### src/rtl/quad_enc_tx.sv
// Quadrature encoder emulator: turns accepted step requests into A/B/index phases,
// spaced at least config_min_period clocks apart, with a signed position count.
//
// state | meaning
// IDLE  | ready for a step whenever enable is high
// HOLD  | enforcing minimum edge spacing; timer counts down to the next IDLE
module quad_enc_tx #(
  parameter int CNTBITS = 32,
  parameter int DIVBITS = 16,
  parameter int CPRBITS = 16
) (
  input  logic                      CLK,
  input  logic                      resetn,
  input  logic                      enable,
  input  logic                      step_valid,
  input  logic                      step_dir,
  output logic                      step_ready,
  input  logic [DIVBITS-1:0]        config_min_period,
  input  logic [CPRBITS-1:0]        config_cpr,
  output logic                      enc_a,
  output logic                      enc_b,
  output logic                      enc_index,
  output logic signed [CNTBITS-1:0] count
);

  localparam logic [0:0] IDLE = 1'b0;
  localparam logic [0:0] HOLD = 1'b1;

  localparam logic [DIVBITS-1:0]        ONE_D = DIVBITS'(1);
  localparam logic [CPRBITS-1:0]        ONE_C = CPRBITS'(1);
  localparam logic signed [CNTBITS-1:0] ONE_N = CNTBITS'(1);

  logic [0:0]         state;
  logic [DIVBITS-1:0] timer;
  logic [DIVBITS-1:0] hold_len;
  logic [CPRBITS-1:0] rev_pos;
  logic [CPRBITS-1:0] rev_pos_nxt;
  logic               accept;
  logic               toggle_a;

  assign step_ready = resetn & enable & (state == IDLE);
  assign accept     = step_valid & step_ready;
  assign hold_len   = (config_min_period == '0) ? '0 : config_min_period - ONE_D;

  // Forward toggles A when A==B, else B; reverse is the mirror image.
  assign toggle_a   = ((enc_a ~^ enc_b) == step_dir);

  // Out-of-range positions (after a cpr shrink) snap to 0 going forward, cpr-1 going back.
  always_comb begin
    rev_pos_nxt = rev_pos;
    if (config_cpr == '0) begin
      rev_pos_nxt = '0;
    end else if (accept) begin
      if (step_dir) begin
        rev_pos_nxt = (rev_pos >= config_cpr - ONE_C) ? '0 : rev_pos + ONE_C;
      end else begin
        rev_pos_nxt = ((rev_pos == '0) || (rev_pos >= config_cpr)) ?
                      config_cpr - ONE_C : rev_pos - ONE_C;
      end
    end
  end

  always_ff @(posedge CLK or negedge resetn) begin
    if (!resetn) begin
      state     <= IDLE;
      timer     <= '0;
      rev_pos   <= '0;
      enc_a     <= 1'b0;
      enc_b     <= 1'b0;
      enc_index <= 1'b0;
      count     <= '0;
    end else begin
      rev_pos   <= rev_pos_nxt;
      enc_index <= (config_cpr != '0) && (rev_pos_nxt == '0);

      // A one-cycle spacing needs no hold at all, so stay in IDLE.
      case (state)
        IDLE: begin
          if (accept) begin
            timer <= hold_len;
            if (hold_len != '0) state <= HOLD;
          end
        end
        HOLD: begin
          if (timer != '0) timer <= timer - ONE_D;
          if (timer <= ONE_D) state <= IDLE;
        end
        default: begin
          state <= IDLE;
          timer <= '0;
        end
      endcase

      if (accept) begin
        if (toggle_a) enc_a <= ~enc_a;
        else          enc_b <= ~enc_b;
        count <= step_dir ? count + ONE_N : count - ONE_N;
      end
    end
  end

endmodule

### config.mk
export PLATFORM = sky130hd
export DESIGN_NAME = quad_enc_tx
export DESIGN_NICKNAME = d
export VERILOG_FILES = /design/src/rtl/quad_enc_tx.sv
export SDC_FILE = /design/constraint.sdc
export NUM_CORES = 1
export LEC_CHECK = 0
export ABC_AREA = 1
export CAP_MARGIN = 10
export CORE_AREA = 2 2 135 137
export DETAILED_ROUTE_END_ITERATION = 10
export DIE_AREA = 0 0 137 139
export GPL_TIMING_DRIVEN = 0
export PLACE_DENSITY = 0.66
export SLEW_MARGIN = 5
export SYNTH_ARGS = -nofsm -noshare
export SYNTH_HDL_FRONTEND = slang
export SYNTH_SLANG_ARGS = --single-unit
### constraint.sdc
create_clock -name CLK -period 2.4 [get_ports CLK]
set_clock_uncertainty 0.15 [all_clocks]
set_input_delay 0.72 -clock CLK [delete_from_list [all_inputs] [get_ports CLK]]
set_output_delay 0.72 -clock CLK [all_outputs]
set_load 0.02 [all_outputs]
======== After elaboration in Yosys (flattened, before gate mapping) ========
Cells that the tools add are included.
cells by class
  reduce and logical (&&, ||, !) cells .... 12
  order comparisons ....................... 3
  add/sub/neg operators ................... 7
  equality and inequality tests ........... 3
  bitwise logic cells ..................... 8
  multiplexer cells ....................... 14
operators with widths
  cell                   number
  $mux 16                8
  $logic_not 16->1       4
  $sub 16x1->16 const B  4
  $reduce_bool 16->1     3
  $add 32x2->32 const B  1
  $ge 16x16->1           2
  $mux 32                1
  $pmux 16 s2            1
  $sub 32x2->32 const B  1
  $add 16x1->16 const B  1
  $le 16x1->1 const B    1
  $reduce_and 2->1       3
  $not 1->1              4
  $and 1x1->1            3
  $mux 1                 3
  $ne 2x1->1 const B     1
  $ne 2x2->1 const B     1
  $pmux 1 s2             1
  $eq 1x1->1             1
  $logic_and 1x1->1      1
  $logic_or 1x1->1       1
  $xnor 1x1->1           1
storage, ports and cells
  flip-flop bits (word level) ............. 68

======== Logic depth before layout (Yosys ltp) ========
Gate-level depths: netlist (run 1).
  depth in word-level cells ............... 8
  depth in mapped cells ................... 23
  depth with buffers taken out ............ 23

======== Least setup slack after synthesis (run 1) ========
No wires, ideal clock.
  path type ............................... input to register
  start point ............................. input config_cpr[0]
  end point ............................... register enc_index
  path buffers ............................ 0
  stages .................................. 22
  data required time ...................... 2.136 ns
  setup time .............................. 0.114 ns
  arrival ................................. 2.955 ns
  setup slack ............................. -0.820 ns
  cell sequence ........................... inv_1 > ha_1 > nand3_2 > nor2_2 > nand3_2 > nor2_2 > xor2_1 > ha_1 > nand2_1 > nor2_1 > nand2_1 > nand2_1 > a21oi_1 > nand2_1 > nor2_1 > nand2_1 > nand3_1 > nand2_1 > nand2_1 > inv_1 > nand3_1 > nor2_1
between the ends
  word-level cells in the longest chain between the ends .. 8
  elaborated cells on any way between the ends .. 13
RTL lines
  element                                           RTL line    source
  start, declared                                   19          input logic [CPRBITS-1:0] config_cpr,
  $sub 16x1->16 or $ge 16x16->1 (tied branches)     55, 58, 57
  $ge 16x16->1 or $logic_or 1x1->1 (tied branches)  55, 57
  $mux 16 (on tied branches)                        55, 57
  $mux 16                                           54          if (step_dir) begin
  $mux 16                                           53          end else if (accept) begin
  $mux 16                                           51          if (config_cpr == '0) begin
  $logic_not 16->1                                  74          enc_index <= (config_cpr != '0) && (rev_pos_nxt == '0);
  $logic_and 1x1->1 *                               74
  end signal, assigned                              74
  end, declared                                     22          output logic enc_index,
Mark *: on every way between the ends. The rest lies on a longest branch, timed or not.
A chain may end at the register's enable or synchronous reset.

======== Final worst setup path (run 1) ========
  start point ............................. input config_cpr[2]
  end point ............................... register enc_index
Same word-level chain as after synthesis.

==> reports/metrics.csv, run 1 <==
stage,metric,value,unit
global_route,initial antenna violation count,0,
floorplanning,DIE AREA,19040,µm²
worst_setup_path,cell-by-cell trace of the critical path,buf_8 > nor2_4 > nand2_2 > nor2_4 > nand2_4 > nor2_4 > nand2_1 > nand2_1 > nand2_2 > ha_4 > nand2_4 > nor3_4 > nand3_4 > buf_6 > nand2_4 > nor2_4 > nand2_2 > nand3_2 > nand2_2 > nand2_1 > inv_1 > nand3_2 > nor2_2,
hold_path,Hold Path Class,primary input to async pin,
route,count of unresolved DRC violations after routing,0,
global_route,met2 Usage GRT,45.59,%
worst_setup_path,crit path DAT,3390,ps
global_route,highest-utilization routing layer at the global route stage,met2,
yosys,"Net Count, Synth",1270,
route,first-pass detailed-route iteration total,5,
worst_setup_path,buffer and inverter count on the worst path,3,
floorplanning,Placeable Area,17660,µm²
sta,tightest slew margin relative to the limit,64.82,%
clocking,root cell of the clock tree,sky130_fd_sc_hd__clkbuf_16,
yosys,"arithmetic-cell share of the synthesized area counting full adders, half adders and majority gates",11.41,%
cells_and_area,post-synthesis to final-layout area growth,50.35,%
placement,Port-buffer cells,72,
global_route,routing usage on met3,4.751,%
worst_setup_path,minimum setup slack among reg-to-reg paths,-430,ps
power_and_ir_drop,Power Dens Cells,378.8,nW/µm²
clocking,Inserted Clock Buffers,9,
power_and_ir_drop,Pleak,5.380,nW
route,via count,8560,
route,number of design-rule violations left by the first detailed-router iteration,595,
worst_setup_path,critical path depth in cells,23,
clocking,Clock Latency Late Sink,350,ps
global_route,fraction of met1 tracks used by global routing,37.28,%
sta,Hold Worst Slack,35.85,ps
global_route,number of global-route vias before repair,8298,
yosys,Avg Synthesized Cell Area,6.654,µm²
worst_setup_path,category of the most critical setup path,primary input to flip-flop,
clocking,CTS clock-pin slew for the worst setup and hold paths,60,ps
cells_and_area,final design utilization,65.89,%
power_and_ir_drop,worst IR drop on VDD,0.3775,mV
yosys,Post-Synth XOR/XNOR Area,8.715,%
sta,pins over their slew limit,0,
yosys,post-synthesis cell area,7739,µm²
sta,slew at the pin closest to its max-slew limit,527.6,ps
yosys,library cells used by synthesis,53,
cells_and_area,number of diodes added for antenna fixing,0,
clocking,level count of the clock H-tree,3,
worst_setup_path,"Req. time, crit path",2520,ps
route,DR vias/cell,5.431,
sta,"Period Utilization, post-route",135.8,%
run_status,violations in the final reports,setup timing,
run_status,result of the run,"finished, violations left",
worst_setup_path,largest delay contributor family on the critical path,simple AND/OR/NAND/NOR gates,
yosys,Synthesis Warnings,0,
sta,maximum clock rate,306.7,MHz
sta,Setup-failing EPs final,36,
placement,final estimated routing congestion in global placement,0.9322,
clocking,# clock sinks,68,
route,detailed-route wire length per cell,16.97,µm
yosys,main flop type after synthesis,sky130_fd_sc_hd__dfrtp_1,
sta,RSZ-0062 raised after global routing,true,
clocking,hold buffer count at CTS,0,
yosys,number of enable flip-flop cells after synthesis,0,
worst_setup_path,category of the worst setup path launch point,primary input,
global_route,remaining global-route overflow,0,
yosys,flop and latch count out of synthesis,68,
floorplanning,Die X,137,µm
floorplanning,I/O pin cnt,73,
run,max capacitance violation total,0,
cells_and_area,layout cell share with drive strength beyond 1,34.30,%
clocking,CTS tree,yes,
global_route,first-pass GRT wire length,42120,µm
sta,total count of hold-check failures in the final report,0,
yosys,dominant combinational cell family by area after synthesis,simple AND/OR/NAND/NOR gates,
yosys,area fraction in compound gates after synthesis,12.40,%
worst_setup_path,Worst R2R Path Depth,17,
cells_and_area,fill count,1469,
cells_and_area,nets,1451,
floorplanning,height of the die,139,µm
global_route,pin count of the biggest net entering global routing,27,
sta,fin crit period,3260,ps
yosys,simple logic cell fraction of the synthesized area,34.94,%
floorplanning,placement row count,49,
worst_setup_path,"Max FO, Critical Path",4,
yosys,post-synthesis instance total,1163,
yosys,sequential area share after synthesis,21.99,%
sta,setup ws final,-860.4,ps
worst_setup_path,slowest cell delay on critical path,320,ps
worst_setup_path,crit path max-delay cell type,sky130_fd_sc_hd__nor3_4,
worst_setup_path,endpoint kind of the worst setup timing path,flip-flop,
yosys,Synth async-reset ratio,100.0,%
route,drt total wl,26740,µm
yosys,mux share of post-synthesis cell area,0,%
placement,HPWL after DPL,17760,µm
floorplanning,Initial Util,43.83,%
route,Antenna Nets Post-Route,0,
global_route,overall track demand over capacity in global routing,27.66,%
clocking,clk buf depth,2,
-- cell usage after synthesis, drive strengths merged, types with 11 or more instances --
master    n  area share (%)
nor2    125             6.8
nand2   294              15
a21oi    61             4.0
xnor2    19             2.2
dfrtp    68              22
ha       69              11
xor2     58             6.6
nor3     19             1.6
nand4    25             2.0
o21ai    68             4.4
buf      11             1.5
inv     155             7.5
nand3   116             8.4
clkbuf   17             1.5
-- logic make-up after synthesis --
family,Yosys count
simple gates,593
buf+inv,185
compound gates,170
xor+xnor,77
fa+ha+maj,70
flops,68
-- layout make-up --
| cell class | instances | area [µm²] | area share (%) |
|---|---|---|---|
| clock buffer | 12 | 246.5 | 2.119 |
| tap | 229 | 286.5 | 2.463 |
| multi-input combinational | 910 | 6724 | 57.79 |
| buffer | 28 | 262.8 | 2.258 |
| sequential | 68 | 1702 | 14.63 |
| clock inverter | 2 | 12.51 | 0.1075 |
| timing repair buffer | 170 | 1759 | 15.12 |
| inverter | 157 | 641.9 | 5.517 |
-- placed cells by master (no fill, tap or decap), types with 33 or more instances in the layout --
master | netlist | layout
sky130_fd_sc_hd__nand3_1 | 102 | 81
sky130_fd_sc_hd__inv_2 | 5 | 34
sky130_fd_sc_hd__xor2_1 | 58 | 51
sky130_fd_sc_hd__nand2_1 | 278 | 218
sky130_fd_sc_hd__buf_6 | 5 | 33
sky130_fd_sc_hd__o21ai_0 | 62 | 36
sky130_fd_sc_hd__buf_4 | 1 | 65
sky130_fd_sc_hd__nand2_2 | 15 | 63
sky130_fd_sc_hd__dfrtp_1 | 68 | 68
sky130_fd_sc_hd__ha_4 | 0 | 34
sky130_fd_sc_hd__a21oi_1 | 60 | 38
sky130_fd_sc_hd__inv_1 | 150 | 113
sky130_fd_sc_hd__nor2_1 | 111 | 82
sky130_fd_sc_hd__ha_1 | 69 | 34
sky130_fd_sc_hd__clkdlybuf4s50_1 | 0 | 37
-- through the flow --
stage                     std cells  cell area, µm²  worst slack [ps]  setup TNS [ps]  power (mW)
after CTS                      1554           10900            -786.8          -10180       4.266
after floorplan                1163            8304            -666.1          -10150       2.424
after global placement         1464            9311             -3280         -343910       2.793
final                          1576           11630            -860.4          -12680       4.408
after detailed placement       1465            9336             -1871          -78760       2.828
after global routing           1576           11630            -977.9          -16700       4.686
-- metal layers --
| metal | wire [µm] | vias to the layer above | part of all wire [%] |
|---|---|---|---|
| li1 | - | 4164 | - |
| met1 | 11890 | 4084 | 44 |
| met2 | 13010 | 266 | 49 |
| met3 | 1370 | 46 | 5.1 |
| met4 | 468 | 0 | 1.8 |
| met5 | 0 | - | 0 |
-- report_power, final --
part / leakage (nW) / internal, mW / switching (mW)
sequential: 0.844 / 1.28 / 0.139
combinational: 4.41 / 0.769 / 0.998
clock: 0.125 / 0.714 / 0.507
total: 5.38 / 2.76 / 1.64
-- repair_timing --
item,in CTS,in global routing
buffers inserted,68,25
pin swaps,95,87
cloned,8,0
endpoints found under the setup margin,69,68
resized for setup,234,179
-- worst paths after layout --
| kind | start | endpoint |
|---|---|---|
| min in group CLK | timer[5] | timer[5] |
| max in group asynchronous | resetn | count[4] |
| min | resetn | count[17] |
| max | config_cpr[2] | enc_index |
| max reg2reg | rev_pos[0] | enc_index |
| min reg2reg | timer[5] | timer[5] |
-- flip-flops by register name (all words and copies together), names as in the netlist --
signal and flops:
enc_b 1, timer 16, count 32, enc_a 1, rev_pos 16, state 1, enc_index 1
Note: power is estimated with default switching activity, not from simulation.
==> inputs of run 2 (changes only) <==
--- a/config.mk
+++ b/config.mk
@@ -11,7 +11,7 @@
 export DETAILED_ROUTE_END_ITERATION = 10
 export DIE_AREA = 0 0 137 139
 export GPL_TIMING_DRIVEN = 0
-export PLACE_DENSITY = 0.66
+export PLACE_DENSITY = 0.64
 export SLEW_MARGIN = 5
 export SYNTH_ARGS = -nofsm -noshare
 export SYNTH_HDL_FRONTEND = slang
==> constraint.sdc (replaced) <==
create_clock -name CLK -period 3.18 [get_ports CLK]
set_clock_uncertainty 0.15 [all_clocks]
set_input_delay 0.954 -clock CLK [delete_from_list [all_inputs] [get_ports CLK]]
set_output_delay 0.954 -clock CLK [all_outputs]
set_load 0.02 [all_outputs]
==> reports/metrics.csv, run 2 (synthesized netlist as in run 1, its figures left out) <==
stage,metric,value,unit,change
worst_setup_path,minimum setup slack among reg-to-reg paths,300,ps,was -430 ps
clocking,CTS tree,yes,,unchanged
worst_setup_path,crit path DAT,3620,ps,was 3390 ps
placement,DP Area,8887,µm²,was 9336 µm²
power_and_ir_drop,Internal Power,1.962,mW,was 2.763 mW
placement,final estimated routing congestion in global placement,0.9153,,was 0.9322
cells_and_area,register with the highest flop count,count,,unchanged
clocking,# clock sinks,68,,unchanged
cells_and_area,final design utilization,56.36,%,was 65.89%
clocking,CTS clock-pin slew for the worst setup and hold paths,50,ps,was 60 ps
cells_and_area,number of diodes added for antenna fixing,0,,unchanged
sta,setup ws final,-316.4,ps,was -860.4 ps
power_and_ir_drop,Gate power share,35.9,%,was 40.1%
floorplanning,I/O pin cnt,73,,unchanged
worst_setup_path,destination of the worst register-to-register timing path,enc_index,,unchanged
worst_setup_path,endpoint kind of the worst setup timing path,flip-flop,,unchanged
global_route,pin count of the biggest net entering global routing,41,,was 27
power_and_ir_drop,part of the power in the clock network,29.2,%,was 27.7%
floorplanning,Initial Util,43.83,%,unchanged
run_status,result of the run,"finished, violations left",,unchanged
floorplanning,Placeable Area,17660,µm²,unchanged
clocking,hold buffer count at CTS,0,,unchanged
worst_setup_path,"Max FO, Critical Path",5,,was 4
route,DR vias/cell,5.323,,was 5.431
cells_and_area,"commonest cells after routing, fill and taps aside","sky130_fd_sc_hd__nand2_1, sky130_fd_sc_hd__inv_1, sky130_fd_sc_hd__nor2_1",,unchanged
clocking,clk buf depth,2,,unchanged
cells_and_area,nets,1401,,was 1451
worst_setup_path,Worst R2R Path Depth,18,,was 17
route,count of unresolved DRC violations after routing,0,,unchanged
global_route,initial antenna violation count,0,,unchanged
global_route,number of global-route vias before repair,7576,,was 8298
route,via count,8123,,was 8560
global_route,remaining global-route overflow,0,,unchanged
sta,maximum clock rate,286.0,MHz,
worst_setup_path,category of the worst setup path launch point,primary input,,unchanged
sta,fin crit period,3496,ps,
clocking,root cell of the clock tree,sky130_fd_sc_hd__clkbuf_16,,unchanged
run_status,violations in the final reports,setup timing,,unchanged
global_route,first-pass GRT wire length,36980,µm,was 42120 µm
clocking,Inserted Clock Buffers,9,,unchanged
hold_path,Hold Path Class,primary input to async pin,,unchanged
route,first-pass detailed-route iteration total,5,,unchanged
worst_setup_path,"Req. time, crit path",3300,ps,was 2520 ps
clocking,Clock Latency Late Sink,330,ps,was 350 ps
route,number of design-rule violations left by the first detailed-router iteration,446,,was 595
cells_and_area,largest registers,"count: 32 flops, rev_pos: 16 flops, timer: 16 flops",,unchanged
sta,slew at the pin closest to its max-slew limit,638.2,ps,was 527.6 ps
worst_setup_path,reg2reg start,rev_pos[0],,unchanged
floorplanning,placement row count,49,,unchanged
sta,tightest slew margin relative to the limit,57.46,%,was 64.82%
power_and_ir_drop,sw power,1.104,mW,was 1.644 mW
route,drt total wl,23100,µm,was 26740 µm
floorplanning,DIE AREA,19040,µm²,unchanged
sta,total count of hold-check failures in the final report,0,,unchanged
power_and_ir_drop,switching power as a share of total power,36.01,%,was 37.31%
sta,pins over their slew limit,0,,unchanged
floorplanning,Die X,137,µm,unchanged
worst_setup_path,category of the most critical setup path,primary input to flip-flop,,unchanged
floorplanning,height of the die,139,µm,unchanged
power_and_ir_drop,Power Dens Cells,308.0,nW/µm²,was 378.8 nW/µm²
cells_and_area,layout cell share with drive strength beyond 1,17.89,%,was 34.30%
placement,Port-buffer cells,72,,unchanged
global_route,overall track demand over capacity in global routing,24.15,%,was 27.66%
power_and_ir_drop,Pleak,4.829,nW,was 5.380 nW
cells_and_area,post-route cell area,9952,µm²,was 11630 µm²
sta,Setup-failing EPs final,9,,was 36
route,Antenna Nets Post-Route,0,,unchanged
cells_and_area,max FFs per register,32,,unchanged
power_and_ir_drop,sequential fraction of design power,34.9,%,was 32.2%
placement,worst-case setup slack after placement,-1334,ps,was -1871 ps
cells_and_area,"most common cell after layout, fill and taps aside",sky130_fd_sc_hd__nand2_1,,unchanged
run,max capacitance violation total,0,,unchanged
route,detailed-route wire length per cell,15.14,µm,was 16.97 µm
power_and_ir_drop,worst IR drop on VDD,0.2584,mV,was 0.3775 mV
sta,RSZ-0062 raised after global routing,true,,unchanged
cells_and_area,post-synthesis to final-layout area growth,28.60,%,was 50.35%
sta,"Period Utilization, post-route",110.0,%,
placement,HPWL after DPL,17240,µm,was 17760 µm
clocking,level count of the clock H-tree,3,,unchanged
## run 2: cell count changes in the layout (fill, tap and decap cells not counted), sizes merged, moves of 2 or more
cell,previous run,this run
bufbuf,4,1
clkdlybuf4s50,37,55
buf,122,67
dlygate4sd2,14,5
clkinv,3,5
dlymetal6s2s,2,0
## run 2: layout make-up
class | instances | area (µm²)
buffer | 28 | 249.0
tap | 229 | 286.5
multi-input combinational | 910 | 5664
timing repair buffer | 120 | 1187
clock inverter | 3 | 15.01
clock buffer | 11 | 242.7
sequential | 68 | 1702
inverter | 157 | 605.6
fill | 1744 | 7705
## run 2: metal layers
layer  track usage [%]  share of wire, %  vias to the layer above
li1                  -                 -                     4080
met2             39.64                48                      217
met5                 0                 0                        -
met3             3.180               4.7                       41
met4             5.860               1.9                        0
met1             33.42                46                     3785
## run 2: per-stage QoR
step | power [mW] | hold WS [ps] | TNS, ps | std cells
after floorplan | 1.782 | 319.1 | -120.1 | 1163
after global placement | 2.053 | 340.6 | -273660 | 1464
after detailed placement | 2.075 | 352.2 | -43160 | 1465
after CTS | 3.039 | 308.0 | -531.5 | 1514
after global routing | 3.283 | 308.3 | -2654 | 1526
final | 3.065 | 306.7 | -966.4 | 1526
## run 2: worst max path at each step
stage                       start          to  slack, ps  cells after the start
floorplan           config_cpr[1]   enc_index       -120                     19
global placement           resetn   count[29]      -2950                      9
detailed placement       step_dir   count[22]      -1330                     14
CTS                 config_cpr[0]   enc_index       -220                     21
global route        config_cpr[1]  rev_pos[7]       -440                     22
finish              config_cpr[7]  rev_pos[7]       -320                     22
## run 2: repair_timing
action / 4_1_cts / 5_1_grt
cloned: 3 / 1
endpoints found under the setup margin: 45 / 31
pin swaps: 50 / 46
resized for setup: 112 / 64
buffers inserted: 34 / 11
## run 2: worst max-delay path: stages
cell and delay [ps]:
sky130_fd_sc_hd__buf_2 140, sky130_fd_sc_hd__nor2_4 120, sky130_fd_sc_hd__nand2_1 110, sky130_fd_sc_hd__nor2_4 150, sky130_fd_sc_hd__nand2_4 80, sky130_fd_sc_hd__nor2_4 160
sky130_fd_sc_hd__nand2_1 60, sky130_fd_sc_hd__nand2_1 70, sky130_fd_sc_hd__nand2_2 80, sky130_fd_sc_hd__ha_4 250, sky130_fd_sc_hd__a21oi_1 120, sky130_fd_sc_hd__o21a_1 150
sky130_fd_sc_hd__nand2_2 80, sky130_fd_sc_hd__a21oi_4 190, sky130_fd_sc_hd__clkbuf_8 190, sky130_fd_sc_hd__nand4_1 100, sky130_fd_sc_hd__nand3_1 140, sky130_fd_sc_hd__nand2_2 90
sky130_fd_sc_hd__buf_4 150, sky130_fd_sc_hd__buf_6 110, sky130_fd_sc_hd__buf_6 100, sky130_fd_sc_hd__inv_2 30
## run 2: power by group through the flow
stage	Clock, mW	Sequential, mW	Combinational, mW
detailed placement	0	1.08	0.996
floorplan	0	1.07	0.716
finish	0.895	1.07	1.10
global placement	0	1.08	0.974
global route	0.957	1.08	1.24
CTS	0.922	1.07	1.05
